<file path="config.mk">
export PLATFORM = sky130hd
export DESIGN_NAME = combined_window_integrator
export DESIGN_NICKNAME = d
export VERILOG_FILES = /design/src/rtl/combiner_pkg.sv /design/src/rtl/window_peak_tracker.sv /design/src/rtl/combined_window_integrator.sv
export SDC_FILE = /design/constraint.sdc
export NUM_CORES = 1
export LEC_CHECK = 0
export BUFFER_PORTS_ARGS = -buffer_cell sky130_fd_sc_hd__buf_2
export CAP_MARGIN = 20
export CORE_AREA = 2 2 122 124
export CTS_BUF_LIST = sky130_fd_sc_hd__clkbuf_16
export DETAILED_ROUTE_END_ITERATION = 12
export DIE_AREA = 0 0 124 126
export GPL_ROUTABILITY_DRIVEN = 0
export PLACE_DENSITY = 0.74
export SETUP_SLACK_MARGIN = 0.5
export SLEW_MARGIN = 10
export SYNTH_ARGS = -nofsm -noshare
export SYNTH_HDL_FRONTEND = slang
export SYNTH_SLANG_ARGS = --single-unit
</file>
<file path="constraint.sdc">
create_clock -name clk -period 2.77 [get_ports clk]
set_input_delay 0 -clock clk [delete_from_list [all_inputs] [get_ports clk]]
set_output_delay 0 -clock clk [all_outputs]
set_load 0.1 [all_outputs]
</file>
<file path="src/rtl/combiner_pkg.sv">
// Shared definitions for the combined-sample monitor stages: FSM states, default widths,
// accumulator sizing and the most-negative sample constant.
package combiner_pkg;

   localparam int DEF_DATA_W = 16;
   localparam int DEF_CNT_W  = 10;

   typedef enum logic [1:0] {
      StIdle,
      StDelay,
      StAccum,
      StDone
   } state_t;

   localparam logic signed [DEF_DATA_W-1:0] MOST_NEG_SAMPLE = {1'b1, {(DEF_DATA_W-1){1'b0}}};

   // A window of at most 2^cnt_w-1 samples cannot overflow data_w+cnt_w bits.
   function automatic int sum_width(input int data_w, input int cnt_w);
      return data_w + cnt_w;
   endfunction

endpackage

</file>
<file path="src/rtl/window_peak_tracker.sv">
// Running signed maximum and the index at which it was first reached.
module window_peak_tracker #(
   parameter int W  = 16,
   parameter int IW = 10
) (
   input  logic                clk,
   input  logic                rst,
   input  logic                clear,
   input  logic                en,
   input  logic signed [W-1:0] sample,
   input  logic [IW-1:0]       idx,
   output logic signed [W-1:0] max_val,
   output logic [IW-1:0]       max_idx
);

   localparam logic signed [W-1:0] MinVal = {1'b1, {(W-1){1'b0}}};

   // Strictly-greater update keeps the earliest index on ties.
   always_ff @(posedge clk) begin
      if (rst || clear) begin
         max_val <= MinVal;
         max_idx <= '0;
      end else if (en && (sample > max_val)) begin
         max_val <= sample;
         max_idx <= idx;
      end
   end

endmodule

</file>
<file path="src/rtl/combined_window_integrator.sv">
// Triggered delayed-window integrator with peak tracking for the combiner output stream.
// Optional pedestal subtraction is enabled by defining PEDESTAL_SUB_EN.
module combined_window_integrator
   import combiner_pkg::*;
#(
   parameter int DATA_W = DEF_DATA_W,
   parameter int CNT_W  = DEF_CNT_W,
`ifdef PEDESTAL_SUB_EN
   localparam int SAMP_W = DATA_W + 1,
`else
   localparam int SAMP_W = DATA_W,
`endif
   parameter int SUM_W  = sum_width(SAMP_W, CNT_W)
) (
   input  logic                     clk,
   input  logic                     rst,
   input  logic                     trig,
   input  logic signed [DATA_W-1:0] din,
`ifdef PEDESTAL_SUB_EN
   input  logic signed [DATA_W-1:0] pedestal,
`endif
   input  logic [CNT_W-1:0]         gate_start,
   input  logic [CNT_W-1:0]         gate_len,
   output logic signed [SUM_W-1:0]  sum,
   output logic signed [SAMP_W-1:0] peak,
   output logic [CNT_W-1:0]         peak_idx,
   output logic                     res_valid,
   output logic                     busy,
   output logic                     trig_missed
);

   state_t                    state_q;
   logic [CNT_W-1:0]          cnt_q;
   logic [CNT_W-1:0]          idx_q;
   logic [CNT_W-1:0]          gl_q;
   logic signed [SUM_W-1:0]   acc_q;
   logic signed [SAMP_W-1:0]  samp;
   logic signed [SAMP_W-1:0]  trk_max;
   logic [CNT_W-1:0]          trk_idx;
   logic                      accept;
   logic                      accum_en;

`ifdef PEDESTAL_SUB_EN
   logic signed [DATA_W-1:0] ped_q;
   assign samp = {din[DATA_W-1], din} - {ped_q[DATA_W-1], ped_q};
`else
   assign samp = din;
`endif

   assign accept   = (state_q == StIdle) && trig;
   assign accum_en = (state_q == StAccum);
   assign busy     = (state_q != StIdle);

   window_peak_tracker #(
      .W  (SAMP_W),
      .IW (CNT_W)
   ) u_peak (
      .clk     (clk),
      .rst     (rst),
      .clear   (accept),
      .en      (accum_en),
      .sample  (samp),
      .idx     (idx_q),
      .max_val (trk_max),
      .max_idx (trk_idx)
   );

   always_ff @(posedge clk) begin
      if (rst) begin
         state_q     <= StIdle;
         cnt_q       <= '0;
         idx_q       <= '0;
         gl_q        <= '0;
         acc_q       <= '0;
         sum         <= '0;
         peak        <= '0;
         peak_idx    <= '0;
         res_valid   <= 1'b0;
         trig_missed <= 1'b0;
`ifdef PEDESTAL_SUB_EN
         ped_q       <= '0;
`endif
      end else begin
         res_valid <= 1'b0;
         if (trig && (state_q != StIdle)) trig_missed <= 1'b1;
         case (state_q)
            StIdle: begin
               if (trig) begin
                  gl_q        <= gate_len;
                  acc_q       <= '0;
                  idx_q       <= '0;
                  trig_missed <= 1'b0;
`ifdef PEDESTAL_SUB_EN
                  ped_q       <= pedestal;
`endif
                  if (gate_start != '0) begin
                     state_q <= StDelay;
                     cnt_q   <= gate_start;
                  end else if (gate_len != '0) begin
                     state_q <= StAccum;
                     cnt_q   <= gate_len;
                  end else begin
                     state_q <= StDone;
                  end
               end
            end
            StDelay: begin
               if (cnt_q == CNT_W'(1)) begin
                  if (gl_q != '0) begin
                     state_q <= StAccum;
                     cnt_q   <= gl_q;
                  end else begin
                     state_q <= StDone;
                  end
               end else begin
                  cnt_q <= cnt_q - 1'b1;
               end
            end
            StAccum: begin
               acc_q <= acc_q + {{(SUM_W-SAMP_W){samp[SAMP_W-1]}}, samp};
               idx_q <= idx_q + 1'b1;
               if (cnt_q == CNT_W'(1)) state_q <= StDone;
               else cnt_q <= cnt_q - 1'b1;
            end
            StDone: begin
               sum <= acc_q;
               // An empty window reports zero rather than the tracker's clear value.
               if (gl_q == '0) begin
                  peak     <= '0;
                  peak_idx <= '0;
               end else begin
                  peak     <= trk_max;
                  peak_idx <= trk_idx;
               end
               res_valid <= 1'b1;
               state_q   <= StIdle;
            end
            default: state_q <= StIdle;
         endcase
      end
   end

endmodule

</file>
==> results of run 1 <==
[power breakdown]
group	leakage (nW)	switching (mW)	total, mW	internal, mW
Sequential	1.12	0.217	2.40	2.18
Combinational	2.50	2.01	3.26	1.26
Clock	0.276	0.866	2.17	1.30
[flip-flops by register name, indices dropped and copies added, names as in the netlist, named ones only]
name and cells:
idx_q 10, cnt_q 10, u_peak.max_val 16, acc_q 26, state_q 2, sum 26
u_peak.max_idx 10, gl_q 10, res_valid 1, peak_idx 10, peak 16
[through the flow]
step / hold slack (ns) / util (%) / power [mW] / std cells / instance area [µm²]
2_1_floorplan: 0.1102 / - / 4.540 / 904 / 7627
3_3_place_gp: 0.2760 / 57.89 / 5.191 / 1151 / 8287
3_5_place_dp: 0.2796 / 57.89 / 5.223 / 1151 / 8287
4_1_cts: 0.002010 / 65.75 / 7.586 / 1230 / 9412
5_1_grt: 0.02588 / 68.23 / 8.261 / 1243 / 9766
6_report: 0.02498 / 68.23 / 7.835 / 1243 / 9766
[cell usage after synthesis, drive strengths merged, types with 18 or more instances]
cell    instances  area share, %
mux2i          31            4.2
inv            33            1.6
ha             48            7.9
o21ai          57            3.9
clkbuf         37            1.8
nand3          74            4.9
a21oi          80            5.3
xnor2          18            2.1
dfxtp         138             36
nand2b         31            2.5
nand2          69            3.4
a21boi         27            3.1
nor2           77            4.0
[cell usage in the layout (no fill, tap or decap), types with 17 or more instances in the layout]
master and n:
a21oi_1 73, buf_2 93, buf_4 33, clkbuf_16 19
dfxtp_1 134, dlygate4sd3_1 35, ha_1 40, inv_1 33
mux2i_1 30, nand2_1 67, nand2b_1 31, nand3_1 65
nor2_1 74, o21ai_0 26, xnor2_1 17, xor2_1 17
[final cells by class]
type	count	area, µm²	area share (%)
multi-input combinational	686	4863	49.80
clock buffer	17	425.4	4.356
timing repair buffer	170	1217	12.47
tap	184	230.2	2.357
inverter	33	123.9	1.268
sequential	138	2770	28.37
clock inverter	15	135.1	1.384
[cells by family after synthesis]
kind of cell | count (synthesis) | share of synthesized area [%]
flops | 138 | 36.22
simple gates | 305 | 20.18
mux | 32 | 4.429
fa+ha+maj | 49 | 8.137
buf+inv | 83 | 4.396
compound gates | 262 | 22.62
xor+xnor | 35 | 4.019
[timing repair]
action,CTS,global route
setup buffers,8,11
endpoints found under the hold margin,36,0
gates cloned,4,2
resized for setup,20,56
pin swaps,2,36
setup endpoints to repair,31,53
hold buffers,35,0
[worst reg2reg max path: cells and delay by family, from the launching register on]
kind / cells / cell delay [ns]
DFF: 1 / 0.34
adders and majority gates: 1 / 0.20
AOI/OAI and AO/OA: 4 / 0.62
and+or+nand+nor: 2 / 0.48
muxes: 1 / 0.32
buffers and inverters: 3 / 0.36
[path summary, 6_finish.rpt]
check	start	endpoint	slack, ns	depth (start not counted)
max reg2reg	u_peak.max_val[1]	u_peak.max_idx[6]	0.38	11
max	u_peak.max_val[1]	u_peak.max_idx[6]	0.38	11
min	gate_start[5]	cnt_q[5]	0.02	4
min reg2reg	u_peak.max_idx[9]	u_peak.max_idx[9]	0.46	2
[routing by layer]
layer  routed length [µm]  track usage [%]  vias up
met3                 1281            6.341       56
met5                    0                0        -
met2                10170            42.95      286
met1                 9310            34.74     3461
met4                  603            10.05        0
li1                     -                -     3546
==> impl_results.md, run 1 <==
* Die Y at ~130 µm
* Initial antenna violation count at 0
* Drt pass-1 iters at 5
* H-tree level count at 4
* RSZ-0062 raised after global routing: true
* Worst EP arrival at between 2 and 3 ns
* # rows at 44
* Final Hold Viols at 0
* Pre-CTS WS at around 0.4 ns
* Final setup margin at between 0.3 and 0.4 ns
* TritonCTS buffer count at 17
* Ant diodes at 0
* Leak at slightly below 4 nW
* Starting Density at about 53%
* Die Wd at 124 µm
* IO buf count at slightly above 90
* Wirelength per Cell at around 17 µm
* GRT Util Overall at 26.74%
* Post-synth net total at 992
* Number of synthesized flops with an enable pin at 0
* Tcrit/Tclk final at 86.15%
* Sequential share of the synthesized area at a little over a third
* Ys Warns at 0
* Clock sink count at 138
* Worst-path fanout max at 5
* Initial drt markers at roughly 700
* Ys flop type: dfxtp_1
* Distinct cells, synth at 67
* Slowest-stage cell, CP: nor4_4
* CP Data Required Time at about 3.1 ns
* Core area at approximately 0.014 mm²
* Max stage delay on crit path at 0.35 ns
* Crit path max-delay family: compound AO/OA/AOI/OAI gates
* Async SR Flop Fraction at 0%
* Worst Clk Skew at about 0.017 ns
* Gate Count Post-Synth at 904
* Outcome: complete, no violations
* Worst-margin pin slew at around 0.72 ns
* Die Area at 0.01562 mm²
* Syn Std Cell Area at about 0.0076 mm²
* Drt drc at 0
* Total Wirelength at about 21000 µm
* Filler Cell Count at between 1000 and 1500
* Final min period at approximately 2.4 ns
* CP startpoint kind: register
* Syn-to-layout area delta at 28.03%
* Final slew viol count at 0
* Clock slew at reported path FFs at 0.06 ns
* Worst slew margin at between 50 and 60%
* Peak Freq at about 420 MHz
* Vias per cell at roughly 5.9
* I/O Pins at 94
* Nets@finish at about 1100
* Max-Cap Viols at 0
* Vias at 7349
* Max IR drop VDD at 0.5120 mV
* CP cell instances: inv_2 > ha_4 > nor2b_4 > o211ai_1 > a211oi_4 > nor4_4 > mux2i_4 > buf_6 > clkbuf_16 > o21ai_1 > a21boi_2
* DPL Wire Length at 13170 µm
* Mapped Avg Cell Area at roughly 8.4 µm²
* Critical Path Sink Type: register
* Global route overflow at 0
* Crit Path Class: reg2reg
* Setup_tns at 0 ns
* CTS tree: done
* CP bufs+invs at 3
* Clock Path Buffers at 2
* Vias in the first global route at approximately 6800
* Clk Latency, worst-skew pair at between 0.4 and 0.5 ns
* DRT antenna net count at 0
* First-pass GRT wire length at ~33000 µm
* Layout cells sized above 1 at a little under a quarter
* Root Driver: clkbuf_16
* Min-delay worst type: in2reg
* Largest net degree at the start of global routing at between 50 and 60
* Final setup viols at 0
* Pwr dens at 802.3 mW/mm²
* Flops & latches, synth at 138
No activity file was read; power rests on OpenSTA's default activity.
==> run 2, diff against run 1 <==
==> constraint.sdc (replaced) <==
create_clock -name clk -period 2.4 [get_ports clk]
set_input_delay 0 -clock clk [delete_from_list [all_inputs] [get_ports clk]]
set_output_delay 0 -clock clk [all_outputs]
set_load 0.1 [all_outputs]
==> impl_results.md, run 2 (same netlist as run 1, synthesis figures left out) <==
* Outcome: finished with violations (was complete, no violations)
* Failing checks: negative setup slack
* First-pass GRT wire length at 34870 µm (was 32920 µm)
* DRT antenna net count at 0 (unchanged)
* Largest net degree at the start of global routing at 69 (was 53)
* I/O Pins at 94 (unchanged)
* DPL Wire Length at 13790 µm (was 13170 µm)
* Final min period at 2.507 ns (was 2.386 ns)
* Crit Path Class: reg2reg (unchanged)
* Vias per cell at 6.123 (was 5.912)
* # rows at 44 (unchanged)
* R2R depth at 12 (was 11)
* Starting Density at 53.29% (unchanged)
* Core area at 0.01431 mm² (unchanged)
* Ant diodes at 0 (unchanged)
* GRT met1 Usage at 36.04% (was 34.74%)
* Max IR drop VDD at 0.7991 mV (was 0.5120 mV)
* Die Wd at 124 µm (unchanged)
* Worst slew margin at 56.64% (was 52.32%)
* CTS tree: done (unchanged)
* Final setup viols at 4 (was 0)
* Filler Cell Count at 946 (was 1136)
* CP Data Required Time at 2.71 ns (was 3.13 ns)
* Leak at 4.192 nW (was 3.899 nW)
* Peak Freq at 398.9 MHz (was 419.0 MHz)
* Tcrit/Tclk final at 104.5% (was 86.15%)
* Max-Cap Viols at 0 (unchanged)
* Hold_ws at 0.03627 ns (was 0.02498 ns)
* Worst-margin pin slew at 0.6504 ns (was 0.7152 ns)
* Clock Path Buffers at 2 (unchanged)
* IO buf count at 93 (unchanged)
* Final slew viol count at 0 (unchanged)
* H-tree level count at 4 (unchanged)
* Worst EP arrival at 2.81 ns (was 2.75 ns)
* Drt drc at 0 (unchanged)
* Die Area at 0.01562 mm² (unchanged)
* Root Driver: clkbuf_16 (unchanged)
* Syn-to-layout area delta at 41.93% (was 28.03%)
* Cell area after layout at 0.01083 mm² (was 0.009766 mm²)
* Clock slew at reported path FFs at 0.06 ns (about the same)
* Met3 Track Usage GR at 5.299% (was 6.341%)
* Layout cells sized above 1 at 37.25% (was 23.61%)
* Global route overflow at 0 (unchanged)
* Critical path origin: u_peak.max_val[13] (was u_peak.max_val[1])
* GR Util met2 at 45.05% (was 42.95%)
* Die Y at 126 µm (unchanged)
* Worst-path fanout max at 5 (unchanged)
* DP Area at 0.008523 mm² (was 0.008287 mm²)
* Reg-to-reg endpoint: u_peak.max_val[3] (was u_peak.max_idx[6])
* Worst Setup EP: u_peak.max_val[3] (was u_peak.max_idx[6])
* Initial antenna violation count at 0 (unchanged)
* Nets@finish at 1173 (was 1134)
* Total Wirelength at 24890 µm (was 21370 µm)
* Critical Path Sink Type: register (unchanged)
* GRT Util Overall at 28.14% (was 26.74%)
* TritonCTS buffer count at 17 (unchanged)
* R2R setup slack at -0.11 ns (was 0.38 ns)
* Top Registers: acc_q (26), sum (26) (unchanged)
* Most common cell after layout, fill and taps aside: dfxtp_1 (unchanged)
* Most frequent cells in the layout: 104 x dfxtp_1, 94 x buf_2, 72 x nor2_1, 61 x nand2_1, 60 x buf_4 (was 134 x dfxtp_1, 93 x buf_2, 74 x nor2_1, 73 x a21oi_1, 67 x nand2_1)
* Clock sink count at 138 (unchanged)
* Min-delay worst type: in2reg (unchanged)
* Worst Clk Skew at 0.006550 ns (was 0.01692 ns)
* Clk Latency, worst-skew pair at 0.43 ns (about the same)
* CP startpoint kind: register (unchanged)
* Final Hold Viols at 0 (unchanged)
* Pwr dens at 937.6 mW/mm² (was 802.3 mW/mm²)
* Busiest grt layer: met2 (unchanged)
* RSZ-0062 raised after global routing: true (unchanged)
* Initial drt markers at 774 (was 715)
* Origin of the critical flop-to-flop path: u_peak.max_val[13] (was u_peak.max_val[1])
* Hold_sp: din[0] (was gate_start[5])
* Wirelength per Cell at 19.41 µm (was 17.19 µm)
* Vias at 7850 (was 7349)
* Vias in the first global route at 7176 (was 6779)
* Final setup margin at -0.1069 ns (was 0.3836 ns)
* Drt pass-1 iters at 6 (was 5)
## run 2: cell count changes in the layout (fill, tap and decap cells not counted), moves of 11 or more
cell / previous run / this run
dfxtp_1: 134 / 104
a21oi_1: 73 / 57
buf_6: 5 / 16
o21ai_1: 16 / 29
ha_1: 40 / 17
dfxtp_2: 3 / 28
a21oi_2: 7 / 19
ha_4: 5 / 26
o21ai_0: 26 / 11
buf_4: 33 / 60
nand3_1: 65 / 54
## run 2: worst min-delay path by stage
stage / end / slack [ns] / cells after the start
floorplan: register / 0.11 / 1
global placement: gl_q[5] / 0.27 / 3
detailed placement: gl_q[6] / 0.28 / 3
CTS: u_peak.max_val[1] / -0.11 / 3
global route: acc_q[0] / 0.05 / 4
finish: acc_q[0] / 0.04 / 4
## run 2: timing repair
item,in CTS,in global routing
hold buffers,32,1
setup endpoints to repair,60,61
resized for setup,87,138
hold endpoints to repair,33,1
gates cloned,3,4
setup buffers,21,30
pin swaps,51,93
## run 2: power breakdown
group	internal, mW	total [mW]	switching (mW)
registers	2.55	2.86	0.309
logic	2.01	4.74	2.73
clock network	1.45	2.55	1.10
total	6.00	10.2	4.15
## run 2: final cells by class
type	count	area (µm²)	share of cell area [%]
clock buffers	17	425.4	3.930
clock inverters	15	145.1	1.341
inverters	33	132.6	1.225
multi-input cells	686	5498	50.79
flip-flops and latches	138	2820	26.05
well taps	184	230.2	2.127
repair buffers	209	1574	14.54
## run 2: routing by layer
layer	part of all wire, %	wire length (µm)
met5	0	0
met4	4.7	1164
met3	7.7	1914
met2	48	11890
met1	40	9916
## run 2: per-stage QoR
stage | instances | util [%] | worst slack (ns) | TNS (ns) | power [mW]
CTS | 1247 | 69.44 | 0.09528 | 0 | 9.191
detailed placement | 1159 | 59.55 | 0.06899 | 0 | 6.267
global route | 1282 | 75.63 | -0.1321 | -1.231 | 10.60
floorplan | 904 | - | 0.2450 | 0 | 5.387
global placement | 1159 | 59.55 | 0.1705 | 0 | 6.218
finish | 1282 | 75.63 | -0.1069 | -0.1715 | 10.15
## run 2: worst max-delay path, stage by stage, from the launching register on
cell	delay, ns
dfxtp_2	0.34
inv_1	0.07
ha_4	0.27
nand4_1	0.13
or2_4	0.31
a211oi_4	0.22
nor4_4	0.08
buf_4	0.15
mux2i_4	0.19
buf_12	0.16
buf_12	0.12
o21ai_0	0.22
a21boi_1	0.11
==> run 3, diff against run 2 <==
--- a/config.mk
+++ b/config.mk
@@ -12,6 +12,7 @@
 export DETAILED_ROUTE_END_ITERATION = 12
 export DIE_AREA = 0 0 124 126
 export GPL_ROUTABILITY_DRIVEN = 0
+export MAX_ROUTING_LAYER = met4
 export PLACE_DENSITY = 0.74
 export SETUP_SLACK_MARGIN = 0.5
 export SLEW_MARGIN = 10
==> impl_results.md, run 3 (same netlist as run 1, synthesis figures left out) <==
* Largest net degree at the start of global routing at 69 (unchanged)
* Wirelength per Cell at 19.42 µm (was 19.41 µm)
* DP Area at 0.008523 mm² (unchanged)
* H-tree level count at 4 (unchanged)
* Starting Density at 53.29% (unchanged)
* CP startpoint kind: register (unchanged)
* Clock Path Buffers at 2 (unchanged)
* Worst slew margin at 55.28% (was 56.64%)
* RSZ-0062 raised after global routing: true (unchanged)
* Ant diodes at 0 (unchanged)
* Nets@finish at 1173 (unchanged)
* Worst-path fanout max at 5 (unchanged)
* Vias in the first global route at 7177 (was 7176)
* Final slew viol count at 0 (unchanged)
* Critical Path Sink Type: register (unchanged)
* Peak Freq at 402.4 MHz (was 398.9 MHz)
* TritonCTS buffer count at 17 (unchanged)
* Worst-margin pin slew at 0.6708 ns (was 0.6504 ns)
* Cell area after layout at 0.01083 mm² (unchanged)
* Worst Clk Skew at 0.008881 ns (was 0.006550 ns)
* Die Wd at 124 µm (unchanged)
* Final Hold Viols at 0 (unchanged)
* Max-Cap Viols at 0 (unchanged)
* GRT Util Overall at 28.96% (was 28.14%)
* Most common cell after layout, fill and taps aside: dfxtp_1 (unchanged)
* Clock slew at reported path FFs at 0.06 ns (about the same)
* # rows at 44 (unchanged)
* Failing checks: negative setup slack (unchanged)
* CP Data Required Time at 2.71 ns (about the same)
* First-pass GRT wire length at 34850 µm (was 34870 µm)
* Placed cell count at 1159 (unchanged)
* Vias per cell at 6.202 (was 6.123)
* Outcome: finished with violations (unchanged)
* Root Driver: clkbuf_16 (unchanged)
* Final setup viols at 4 (unchanged)
* Initial antenna violation count at 0 (unchanged)
* Worst EP arrival at 2.79 ns (was 2.81 ns)
* DRT antenna net count at 0 (unchanged)
* Die Area at 0.01562 mm² (unchanged)
* Drt pass-1 iters at 6 (unchanged)
* Drt drc at 0 (unchanged)
* Tcrit/Tclk final at 103.6% (was 104.5%)
* Leak at 4.192 nW (unchanged)
* Clock sink count at 138 (unchanged)
* Clk Latency, worst-skew pair at 0.43 ns (about the same)
* Final setup margin at -0.08526 ns (was -0.1069 ns)
* Total Wirelength at 24900 µm (was 24890 µm)
* Min-delay worst type: in2reg (unchanged)
* Finished Layout Cells at 1282 (unchanged)
* Layout cells sized above 1 at 37.25% (unchanged)
* IO buf count at 93 (unchanged)
* DPL Wire Length at 13790 µm (unchanged)
* Hold_ws at 0.03295 ns (was 0.03627 ns)
* Core area at 0.01431 mm² (unchanged)
* I/O Pins at 94 (unchanged)
* Final min period at 2.485 ns (was 2.507 ns)
* Max IR drop VDD at 0.7989 mV (was 0.7991 mV)
* Most frequent cells in the layout: 104 x dfxtp_1, 94 x buf_2, 72 x nor2_1, 61 x nand2_1, 60 x buf_4 (unchanged)
* Vias at 7951 (was 7850)
* Global route overflow at 0 (unchanged)
* Initial drt markers at 808 (was 774)
* Syn-to-layout area delta at 41.93% (unchanged)
* Crit Path Class: reg2reg (unchanged)
* CTS tree: done (unchanged)
* Top Registers: acc_q (26), sum (26) (unchanged)
* Die Y at 126 µm (unchanged)
* Pwr dens at 939.6 mW/mm² (was 937.6 mW/mm²)
-- run 3: worst max-delay path, cell delays in order, from the launching register on --
cell and delay, ns:
dfxtp_2 0.34, inv_1 0.07, ha_4 0.27, nand4_1 0.14, or2_4 0.31, a211oi_4 0.22, nor4_4 0.08, buf_4 0.15
mux2i_4 0.19, buf_12 0.16, buf_12 0.12, o21ai_0 0.20, a21boi_1 0.11
-- run 3: cell type report --
type / count / area, µm²
clock buffers: 17 / 425.4
clock inverters: 15 / 145.1
fillers: 946 / 3488
inverters: 33 / 132.6
multi-input cells: 686 / 5498
flip-flops and latches: 138 / 2820
well taps: 184 / 230.2
repair buffers: 209 / 1574
-- run 3: path summary, 6_finish.rpt --
| kind | endpoint | depth (start not counted) | slack [ns] | from |
|---|---|---|---|---|
| setup / recovery | u_peak.max_val[3] | 12 | -0.09 | u_peak.max_val[13] |
| hold reg to reg | peak_idx[0] | 2 | 0.47 | peak_idx[0] |
| setup reg to reg | u_peak.max_val[3] | 12 | -0.09 | u_peak.max_val[13] |
| hold / removal | acc_q[0] | 4 | 0.03 | din[0] |
-- run 3: repair_timing --
action,4_1_cts,5_1_grt
hold endpoints to repair,33,1
hold buffers,32,1
gates cloned,3,4
pin swaps,51,93
gates resized for setup,87,138
endpoints found under the setup margin,60,61
setup buffers,21,30
-- run 3: per-layer routing --
layer  track usage [%]  vias to the layer above  wire, µm
met5                 -                        -         0
li1                  -                     3626         -
met4             14.14                        0      1153
met2             44.89                      444     11950
met3             5.389                      128      1818
met1             36.07                     3753      9971
-- run 3: where the power goes --
| part | internal (mW) | total, mW | switching, mW | leakage, nW |
|---|---|---|---|---|
| sequential | 2.55 | 2.86 | 0.307 | 1.13 |
| combinational | 2.01 | 4.76 | 2.75 | 2.79 |
| clock | 1.45 | 2.56 | 1.11 | 0.271 |
-- run 3: metrics by stage --
| step | util (%) | TNS [ns] | setup WS, ns | power (mW) |
|---|---|---|---|---|
| 3_5_place_dp | 59.55 | 0 | 0.06899 | 6.267 |
| 2_1_floorplan | - | 0 | 0.2450 | 5.387 |
| 5_1_grt | 75.63 | -1.199 | -0.1324 | 10.60 |
| 4_1_cts | 69.44 | 0 | 0.09528 | 9.191 |
| 6_report | 75.63 | -0.1462 | -0.08526 | 10.17 |
| 3_3_place_gp | 59.55 | 0 | 0.1705 | 6.218 |
